$ cat config.mk
export PLATFORM = sky130hd
export DESIGN_NAME = draw_cell_highlight
export DESIGN_NICKNAME = d
export VERILOG_FILES = /design/src/rtl/draw_pkg.sv /design/src/rtl/frame_blinker.sv /design/src/rtl/draw_cell_highlight.sv
export SDC_FILE = /design/constraint.sdc
export NUM_CORES = 1
export LEC_CHECK = 0
export CAP_MARGIN = 25
export CORE_MARGIN = 4
export CORE_UTILIZATION = 35
export CTS_CLUSTER_SIZE = 24
export DETAILED_ROUTE_END_ITERATION = 12
export GPL_TIMING_DRIVEN = 0
export PLACE_DENSITY_LB_ADDON = 0.08
export SYNTH_ARGS = -nofsm -noshare
export SYNTH_HDL_FRONTEND = slang
export SYNTH_SLANG_ARGS = --single-unit
$ cat constraint.sdc
create_clock -name pclk -period 2.4 [get_ports pclk]
set_input_delay 0.24 -clock pclk [delete_from_list [all_inputs] [get_ports pclk]]
set_output_delay 0.24 -clock pclk [all_outputs]
set_load 0.01 [all_outputs]
$ cat src/rtl/draw_pkg.sv
// Shared constants for the VGA overlay stages: highlight modes and screen geometry.
package draw_pkg;

    typedef enum logic [1:0] {
        MODE_OFF    = 2'd0,
        MODE_SOLID  = 2'd1,
        MODE_BLINK  = 2'd2,
        MODE_BORDER = 2'd3
    } hl_mode_e;

    localparam int H_RES = 1024;
    localparam int V_RES = 768;

endpackage

$ cat src/rtl/frame_blinker.sv
// Frame-boundary detector and blink timer; frame_start marks the cycle the active selection loads.
module frame_blinker #(
    parameter int BLINK_FRAMES = 30
) (
    input  logic pclk,
    input  logic rst_n,
    input  logic vsync_in,
    input  logic restart,
    output logic frame_start,
    output logic blink_on
);

    localparam int CNT_W = (BLINK_FRAMES > 1) ? $clog2(BLINK_FRAMES) : 1;

    logic             vsync_q;
    logic [CNT_W-1:0] frame_cnt;

    assign frame_start = vsync_in & ~vsync_q;

    always_ff @(posedge pclk or negedge rst_n) begin
        if (!rst_n) begin
            vsync_q   <= 1'b0;
            frame_cnt <= '0;
            blink_on  <= 1'b1;
        end else begin
            vsync_q <= vsync_in;
            if (frame_start) begin
                // A new mode restarts the blink visible rather than mid-phase
                if (restart) begin
                    frame_cnt <= '0;
                    blink_on  <= 1'b1;
                end else if (frame_cnt == CNT_W'(BLINK_FRAMES - 1)) begin
                    frame_cnt <= '0;
                    blink_on  <= ~blink_on;
                end else begin
                    frame_cnt <= frame_cnt + 1'b1;
                end
            end
        end
    end

endmodule

$ cat src/rtl/draw_cell_highlight.sv
// Two-stage overlay that paints one selectable cell of a ROWS x COLS grid (solid, blinking or border).
module draw_cell_highlight
    import draw_pkg::*;
#(
    parameter int ROWS         = 3,
    parameter int COLS         = 3,
    parameter int CELL_W       = 341,
    parameter int CELL_H       = 256,
    parameter int X0           = 0,
    parameter int Y0           = 0,
    parameter int BORDER       = 8,
    parameter int BLINK_FRAMES = 30,
    localparam int IDX_W       = (ROWS * COLS > 1) ? $clog2(ROWS * COLS) : 1
) (
    input  logic             pclk,
    input  logic             rst_n,
    input  logic [10:0]      hcount_in,
    input  logic [10:0]      vcount_in,
    input  logic             hsync_in,
    input  logic             vsync_in,
    input  logic             hblnk_in,
    input  logic             vblnk_in,
    input  logic [11:0]      rgb_in,
    input  logic             start_en,
    input  logic             choice_en,
    input  logic [IDX_W-1:0] sel_idx,
    input  logic [1:0]       sel_mode,
    input  logic [11:0]      sel_color,
    output logic [10:0]      hcount_out,
    output logic [10:0]      vcount_out,
    output logic             hsync_out,
    output logic             vsync_out,
    output logic             hblnk_out,
    output logic             vblnk_out,
    output logic [11:0]      rgb_out
);

    localparam int CW = (COLS > 1) ? $clog2(COLS) : 1;
    localparam int RW = (ROWS > 1) ? $clog2(ROWS) : 1;

    function automatic logic [11:0] x_bound(input int c);
        return 12'(X0 + c * CELL_W);
    endfunction

    function automatic logic [11:0] y_bound(input int r);
        return 12'(Y0 + r * CELL_H);
    endfunction

    hl_mode_e         active_mode;
    logic [IDX_W-1:0] active_idx;
    logic [11:0]      active_color;
    hl_mode_e         load_mode;
    logic             frame_start;
    logic             blink_on;
    logic             restart;

    assign load_mode = (int'(sel_idx) >= ROWS * COLS) ? MODE_OFF : hl_mode_e'(sel_mode);
    assign restart   = frame_start && (load_mode != active_mode);

    frame_blinker #(.BLINK_FRAMES(BLINK_FRAMES)) u_blinker (
        .pclk        (pclk),
        .rst_n       (rst_n),
        .vsync_in    (vsync_in),
        .restart     (restart),
        .frame_start (frame_start),
        .blink_on    (blink_on)
    );

    always_ff @(posedge pclk or negedge rst_n) begin
        if (!rst_n) begin
            active_mode  <= MODE_OFF;
            active_idx   <= '0;
            active_color <= '0;
        end else if (frame_start) begin
            active_mode  <= load_mode;
            active_idx   <= sel_idx;
            active_color <= sel_color;
        end
    end

    logic [CW-1:0]    col_c;
    logic [RW-1:0]    row_c;
    logic [10:0]      off_x, off_y;
    logic             in_x, in_y, edge_x, edge_y;
    logic [IDX_W-1:0] cell_c;

    // Parallel compares against constant cell boundaries; the last boundary passed wins,
    // so a pixel on a shared boundary belongs to the right/lower cell.
    always_comb begin
        col_c = '0;
        off_x = '0;
        for (int c = 0; c < COLS; c++) begin
            if ({1'b0, hcount_in} >= x_bound(c)) begin
                col_c = CW'(c);
                off_x = hcount_in - 11'(x_bound(c));
            end
        end
        row_c = '0;
        off_y = '0;
        for (int r = 0; r < ROWS; r++) begin
            if ({1'b0, vcount_in} >= y_bound(r)) begin
                row_c = RW'(r);
                off_y = vcount_in - 11'(y_bound(r));
            end
        end
        in_x   = ({1'b0, hcount_in} >= x_bound(0)) && ({1'b0, hcount_in} < x_bound(COLS));
        in_y   = ({1'b0, vcount_in} >= y_bound(0)) && ({1'b0, vcount_in} < y_bound(ROWS));
        edge_x = (off_x < 11'(BORDER)) || (off_x >= 11'(CELL_W - BORDER));
        edge_y = (off_y < 11'(BORDER)) || (off_y >= 11'(CELL_H - BORDER));
        cell_c = IDX_W'(int'(row_c) * COLS + int'(col_c));
    end

    logic [10:0]      hcount_p1, vcount_p1;
    logic             hsync_p1, vsync_p1, hblnk_p1, vblnk_p1;
    logic [11:0]      rgb_p1;
    logic [IDX_W-1:0] cell_p1;
    logic             in_grid_p1, edge_p1, ovl_en_p1;

    // Stage 1: cell decode and timing delay
    always_ff @(posedge pclk or negedge rst_n) begin
        if (!rst_n) begin
            hcount_p1  <= '0;
            vcount_p1  <= '0;
            hsync_p1   <= 1'b0;
            vsync_p1   <= 1'b0;
            hblnk_p1   <= 1'b0;
            vblnk_p1   <= 1'b0;
            rgb_p1     <= '0;
            cell_p1    <= '0;
            in_grid_p1 <= 1'b0;
            edge_p1    <= 1'b0;
            ovl_en_p1  <= 1'b0;
        end else begin
            hcount_p1  <= hcount_in;
            vcount_p1  <= vcount_in;
            hsync_p1   <= hsync_in;
            vsync_p1   <= vsync_in;
            hblnk_p1   <= hblnk_in;
            vblnk_p1   <= vblnk_in;
            rgb_p1     <= rgb_in;
            cell_p1    <= cell_c;
            in_grid_p1 <= in_x & in_y;
            edge_p1    <= edge_x | edge_y;
            ovl_en_p1  <= start_en & ~choice_en;
        end
    end

    logic hit;
    logic paint;

    always_comb begin
        hit = in_grid_p1 & ovl_en_p1 & (cell_p1 == active_idx) & ~hblnk_p1 & ~vblnk_p1;
        case (active_mode)
            MODE_SOLID:  paint = hit;
            MODE_BLINK:  paint = hit & blink_on;
            MODE_BORDER: paint = hit & edge_p1;
            default:     paint = 1'b0;
        endcase
    end

    // Stage 2: colour select and output registers
    always_ff @(posedge pclk or negedge rst_n) begin
        if (!rst_n) begin
            hcount_out <= '0;
            vcount_out <= '0;
            hsync_out  <= 1'b0;
            vsync_out  <= 1'b0;
            hblnk_out  <= 1'b0;
            vblnk_out  <= 1'b0;
            rgb_out    <= '0;
        end else begin
            hcount_out <= hcount_p1;
            vcount_out <= vcount_p1;
            hsync_out  <= hsync_p1;
            vsync_out  <= vsync_p1;
            hblnk_out  <= hblnk_p1;
            vblnk_out  <= vblnk_p1;
            rgb_out    <= paint ? active_color : rgb_p1;
        end
    end

endmodule

==> summary.md, run 1 <==
| Metric | Value |
|---|---|
| Grt total ovfl | `0` |
| Vias per cell | `4.796` |
| CTS max path bufs | `2` |
| Fin area | `6311 um^2` |
| Total power | `4.161 mW` |
| Post-Synthesis Cells | `346` |
| Seq/Total Area, Yosys | `0.5944` |
| Clock-pin slew on the worst setup and hold paths | `70 ps` |
| Layout Nets | `547` |
| Commonest non-fill, non-tap cell in the layout | `dfrtp_1` |
| Worst path required time | `2660 ps` |
| NetSw | `1.029 mW` |
| Hold Path Class | `in -> reg` |
| Initial Utilization | `0.3571` |
| Setup TNS Final | `0 ps` |
| Static leakage | `2.652 nW` |
| Via count | `3103` |
| Final min period | `2336 ps` |
| Max-cap violation count | `0` |
| Clock Sinks | `107` |
| 1st-pass router iterations | `4` |
| TritonCTS clock tree | `yes` |
| FFs w/ async S/R, synth | `1.000` |
| Clock power frac | `0.351` |
| Post-route setup slack | `64.28 ps` |
| I/O Buffers | `97` |
| Status | `finished, final reports clean` |
| Post-synth EDFFs | `0` |
| Max Fclk | `428.1 MHz` |
| RSZ-0062 raised after global routing | `true` |
| Number of CTS-inserted buffers | `9` |
| H-tree lvl count | `3` |
| P&R area growth vs syn | `40.03%` |
| Max IR drop VDD | `0.0003304 V` |
| CP max FO | `10` |
| Initial antenna violation count | `0` |
| Synth Flop Type | `dfrtp_1` |
| Root Buffer | `clkbuf_16` |
| DP Area | `5718 um^2` |
| Seq pwr share | `0.490` |
| Syn nets | `423` |
| Hold Vio Cnt, Final | `0` |
| Final Cycle Share | `0.9732` |
| Core area | `12620 um^2` |
| Chip Width | `121.5 um` |
| Relative slew slack | `0.5732` |
| Routed Wire Length | `9639 um` |
| Largest net degree at the start of global routing | `70` |
| Most frequent cells in the layout | `dfrtp_1 (106), clkdlybuf4s50_1 (81), mux2_2 (29), nand2_1 (22), o21ai_0 (20)` |
| Die Y | `121.5 um` |
| Per-cell routed wire length | `14.90 um` |
| Setup CP Type | `in -> reg` |
| Starting DRC count in detailed routing | `181` |
| GP Congestion | `0.8271` |
| Die area | `14760 um^2` |
| Startpoint types | `primary input` |
| Worst setup EP type | `flop` |
| Syn. warnings | `0` |
| Worst slack at placement | `-1020 ps` |
| Combinational share of power | `0.160` |
| Syn Std Cell Area | `4507 um^2` |
| Max Clock Skew | `8.150 ps` |
| Cell Rows | `41` |
| # setup viols final | `0` |
| Filler instances | `1177` |
| #FFs+latches synth | `107` |
| Worst slew pin tran | `640.2 ps` |
| Max Slew Vio Count | `0` |
| Vias in the first global route | `3266` |
| First-pass GRT wire length | `15950 um` |
| Layout cells sized above 1 | `0.2232` |
| Post-route DRC | `0` |
| DP HPWL | `6798 um` |
| Clock latency on the worst-skew pair | `350 ps` |
| Critical path arrival | `2600 ps` |
| # diodes | `0` |
| Avg Inst Size Synth | `13.03 um^2` |
| Power Dens Cells | `659.4 nW/um^2` |
| Post-synth cell types | `66` |
| Cell Int Power | `3.132 mW` |
| Remaining antenna violation count after routing | `0` |
| Total GRT Usage | `0.1384` |
| Switching Share | `0.2474` |
| IO Pins | `98` |
[metal layers]
layer / routed length [um] / track usage / up-vias
li1: - / - / 1486
met4: 169 / 0.05672 / 0
met2: 4711 / 0.2242 / 77
met1: 4264 / 0.1771 / 1526
met5: 0 / 0 / -
met3: 494 / 0.03497 / 14
[critical path, stage by stage]
cell	delay, ps
dlygate4sd2_1	290
buf_6	170
a211oi_4	280
o41ai_4	140
or2_1	260
buf_6	140
a31o_1	220
xor2_1	160
or4_4	530
o221ai_2	170
[registers in the layout, summed over array words and instances (netlist names)]
signal,count
edge_p1,1
vsync_out,1
u_blinker.frame_cnt,5
vblnk_p1,1
active_mode,2
active_idx,4
vcount_out,11
active_color,12
hblnk_p1,1
vcount_p1,11
hcount_out,11
cell_p1,4
rgb_p1,12
u_blinker.vsync_q,1
ovl_en_p1,1
u_blinker.blink_on,1
vblnk_out,1
hblnk_out,1
in_grid_p1,1
rgb_out,12
hsync_out,1
hsync_p1,1
hcount_p1,11
[final cells by class]
cell class / instances / area [um^2] / area share
flip-flops and latches: 107 / 2679 / 0.4245
multi-input cells: 213 / 1868 / 0.2960
inverters: 13 / 51.30 / 0.008128
well taps: 172 / 215.2 / 0.03410
clock buffers: 11 / 232.7 / 0.03688
plain buffers: 13 / 107.6 / 0.01705
clock inverters: 5 / 62.56 / 0.009913
repair buffers: 113 / 1095 / 0.1735
[final timing paths]
path                                     from                 end  slack, ps  cells after the start
setup / recovery                 hcount_in[7]             edge_p1         60                     10
max in group asynchronous               rst_n  u_blinker.blink_on       1260                      3
min in group asynchronous               rst_n           hsync_out        410                      2
hold reg to reg                  hcount_p1[7]       hcount_out[7]        350                      0
setup reg to reg           u_blinker.blink_on          rgb_out[4]        340                      5
hold / removal                   vcount_in[5]        vcount_p1[5]         70                      1
[Yosys cell counts, drive strengths merged (2+ instances only)]
| library cell | count | share of area |
|---|---|---|
| nor2 | 13 | 0.012 |
| a22o | 2 | 0.0039 |
| or4 | 5 | 0.0092 |
| a21o | 4 | 0.0067 |
| ha | 16 | 0.044 |
| o41ai | 3 | 0.011 |
| nand2 | 22 | 0.018 |
| xor2 | 5 | 0.0097 |
| or2 | 2 | 0.0028 |
| mux2 | 29 | 0.072 |
| a311oi | 2 | 0.0039 |
| buf | 6 | 0.012 |
| a221oi | 2 | 0.0039 |
| nand4 | 2 | 0.0028 |
| or3 | 2 | 0.0028 |
| and3 | 2 | 0.0028 |
| a31o | 2 | 0.0039 |
| inv | 13 | 0.011 |
| a211oi | 7 | 0.015 |
| dfrtp | 106 | 0.59 |
| nor2b | 5 | 0.0069 |
| a21boi | 2 | 0.0033 |
| clkbuf | 7 | 0.0069 |
| nand2b | 4 | 0.0061 |
| xnor2 | 6 | 0.012 |
| o31ai | 4 | 0.0097 |
| a21oi | 18 | 0.021 |
| nor3 | 4 | 0.0044 |
| o21a | 2 | 0.0033 |
| nand3 | 4 | 0.0072 |
| a2111oi | 2 | 0.0053 |
| a211o | 3 | 0.0058 |
| o21ai | 22 | 0.024 |
[kinds of logic after synthesis]
group	count (synthesis)	share of synthesized area
DFF	107	0.5944
AOI/OAI and AO/OA	83	0.1383
and+or+nand+nor	73	0.09495
muxes	29	0.07246
buffers and inverters	26	0.02970
adders and majority gates	17	0.04886
xor gates and xnor gates	11	0.02138
[power by group through the flow]
stage                     logic [mW]  clock network (mW)  registers, mW
after detailed placement       0.613                   0           2.07
after floorplan                0.307                   0           2.07
after global placement         0.600                   0           2.07
after global routing           0.738                1.58           2.06
after CTS                      0.653                1.52           2.04
final                          0.665                1.46           2.04
[timing repair]
action	CTS	global route
setup endpoints to repair	4	6
hold buffers	1	0
pin swaps	8	11
hold endpoints to repair	38	0
buffers inserted	10	4
resized for setup	46	20
[through the flow]
step / std cells / util / hold WS [ps]
after CTS: 643 / 0.4935 / 54.37
after floorplan: 346 / - / -55.59
after global placement: 615 / 0.4511 / 331.5
after detailed placement: 616 / 0.4531 / 242.5
final: 647 / 0.5001 / 69.42
after global routing: 647 / 0.5001 / 49.37
Power figures use the tool's default switching activity.
==> run 2, diff against run 1 <==
- SETUP_SLACK_MARGIN: default -> 0.05
==> run 2 against run 1 <==
Register-to-register slack worse by 20 ps; clock skew decreased by 2.6 ps; global-route usage rose by 0.35 points; routed wire length is 0.50% higher; fmax rose by 3.6%; non-clock buffer count down 3; largest power group unchanged; highest routed layer unchanged.
==> summary.md, run 2 (synthesis gave the netlist of run 1 again) <==
| Metric | Value |
|---|---|
| Worst setup EP type | `flop` |
| Max Clock Skew | `5.500 ps (-2.650 ps)` |
| Setup TNS Final | `0 ps (unchanged)` |
| Die area | `14760 um^2 (unchanged)` |
| Clock Sinks | `107 (unchanged)` |
| 1st-pass router iterations | `4 (unchanged)` |
| Final Cycle Share | `0.9394 (-0.03385)` |
| Largest regs | `active_color x12, rgb_out x12, rgb_p1 x12` |
| Total GRT Usage | `0.1419 (+0.003455)` |
| Final non-filler cell total | `644 (-0.46%)` |
| Cell Rows | `41 (unchanged)` |
| Per-cell routed wire length | `15.04 um (+0.97%)` |
| P&R area growth vs syn | `40.89%` |
| Commonest non-fill, non-tap cell in the layout | `dfrtp_1` |
| # setup viols final | `0 (unchanged)` |
| Die Y | `121.5 um (unchanged)` |
| Hold Path Sink | `vcount_p1[0]` |
| Fin util | `0.5032 (+0.003074)` |
| Largest net degree at the start of global routing | `73 (+4.3%)` |
| Reg2Reg Capture Point | `rgb_out[9]` |
| TritonCTS clock tree | `yes` |
| Filler instances | `1160 (-1.4%)` |
| Status | `finished, final reports clean` |
| Hold Vio Cnt, Final | `0 (unchanged)` |
| Core area | `12620 um^2 (unchanged)` |
| Layout Nets | `544 (-0.55%)` |
| First-pass GRT wire length | `16240 um (+1.9%)` |
| Placed cell count | `616 (unchanged)` |
| IO Pins | `98 (unchanged)` |
| Clock-pin slew on the worst setup and hold paths | `80 ps (about the same)` |
| FF-to-FF path depth | `5 (unchanged)` |
| Cell depth of the worst hold path | `1 (unchanged)` |
| Total power | `4.166 mW (+0.11%)` |
| Remaining antenna violation count after routing | `0 (unchanged)` |
| Max Slew Vio Count | `0 (unchanged)` |
| Startpoint types | `primary input` |
| Most frequent cells in the layout | `dfrtp_1 (106), clkdlybuf4s50_1 (78), mux2_2 (29), nand2_1 (22), o21ai_0 (20)` |
| Layout cells sized above 1 | `0.2415 (+0.01837)` |
| Via count | `3093 (-0.32%)` |
| Starting DRC count in detailed routing | `189 (+4.4%)` |
| Max Fclk | `443.6 MHz (+3.6%)` |
| Chip Width | `121.5 um (unchanged)` |
| Vias in the first global route | `3183 (-2.5%)` |
| Critical path arrival | `2530 ps (-70 ps)` |
| Post-route DRC | `0 (unchanged)` |
| Root Buffer | `clkbuf_16` |
| Hold Startpoint | `vcount_in[0]` |
| Clock latency on the worst-skew pair | `360 ps (about the same)` |
| R2R Path Start | `u_blinker.blink_on` |
| Number of CTS-inserted buffers | `9 (unchanged)` |
| Relative slew slack | `0.5572 (-0.01594)` |
| # diodes | `0 (unchanged)` |
| Routed Wire Length | `9687 um (+0.50%)` |
| Initial Utilization | `0.3571 (unchanged)` |
| Grt total ovfl | `0 (unchanged)` |
| I/O Buffers | `97 (unchanged)` |
| CP max FO | `8 (-2)` |
| Power Dens Cells | `656.1 nW/um^2 (-0.50%)` |
| H-tree lvl count | `3 (unchanged)` |
| R2R setup slack | `320 ps (-20 ps)` |
| Hold Path Class | `in -> reg` |
| Setup CP Type | `in -> reg` |
| GP Congestion | `0.7953 (-3.8%)` |
| Final min period | `2254 ps (-81.25 ps)` |
| DP HPWL | `6777 um (-0.31%)` |
| Max-cap violation count | `0 (unchanged)` |
| Initial antenna violation count | `0 (unchanged)` |
| Hold slack | `23.20 ps (-46.22 ps)` |
| RSZ-0062 raised after global routing | `false` |
| CTS max path bufs | `2 (unchanged)` |
| Worst slew pin tran | `664.2 ps (+23.91 ps)` |
| Vias per cell | `4.803 (+0.14%)` |
| Max IR drop VDD | `0.0003049 V (-7.7%)` |
| Worst path required time | `2680 ps (+20 ps)` |
| Static leakage | `2.673 nW (+0.83%)` |
-- run 2: routing by layer --
| layer | vias up | track usage | wire, um |
|---|---|---|---|
| met2 | 72 | 0.2231 | 4647 |
| met5 | - | 0 | 0 |
| met1 | 1526 | 0.1884 | 4417 |
| li1 | 1485 | - | - |
| met3 | 10 | 0.04476 | 493 |
| met4 | 0 | 0.04202 | 128 |
-- run 2: per-stage QoR --
stage          instance area [um^2]  setup WS (ps)
6_report                       6350          145.5
5_1_grt                        6350          55.85
4_1_cts                        6256          44.52
3_5_place_dp                   5718          -1017
3_3_place_gp                   5693          -2848
2_1_floorplan                  4507          42.20
-- run 2: worst max path at each step --
stage                 startpoint                     end  slack [ps]  cells after the start
global placement           rst_n  u_blinker.frame_cnt[1]       -2850                      1
floorplan           hcount_in[2]                 edge_p1          40                     10
CTS                 hcount_in[1]                 edge_p1          40                     12
finish              hcount_in[8]                 edge_p1         150                     10
global route        hcount_in[8]                 edge_p1          60                     10
detailed placement  hcount_in[1]                 edge_p1       -1020                     11
-- run 2: timing repair --
| action | 4_1_cts | 5_1_grt |
|---|---|---|
| hold endpoints to repair | 35 | 0 |
| pin swaps | 11 | 15 |
| gates resized for setup | 53 | 31 |
| endpoints found under the setup margin | 4 | 4 |
| buffers inserted | 8 | 4 |
| hold buffers | 1 | 0 |
-- run 2: worst max-delay path, cell delays in order --
cell and delay [ps]:
dlygate4sd2_1 250, buf_6 150, a211oi_4 280, o41ai_4 160, or2_1 260, buf_6 140, a31o_1 180, xor2_1 150
or4_4 530, o221ai_2 180
-- run 2: layout make-up --
class | instances | area, um^2 | share of cell area
well taps | 172 | 215.2 | 0.03389
inverters | 13 | 53.80 | 0.008473
flip-flops and latches | 107 | 2679 | 0.4219
clock inverters | 7 | 70.07 | 0.01103
repair buffers | 110 | 1094 | 0.1722
plain buffers | 13 | 111.4 | 0.01754
clock buffers | 9 | 225.2 | 0.03547
multi-input cells | 213 | 1902 | 0.2995
-- run 2: report_power, final --
group / internal [mW] / switching [mW] / leakage (nW)
combinational: 0.355 / 0.315 / 1.28
clock: 0.732 / 0.728 / 0.141
sequential: 1.96 / 0.0779 / 1.25
total: 3.05 / 1.12 / 2.67
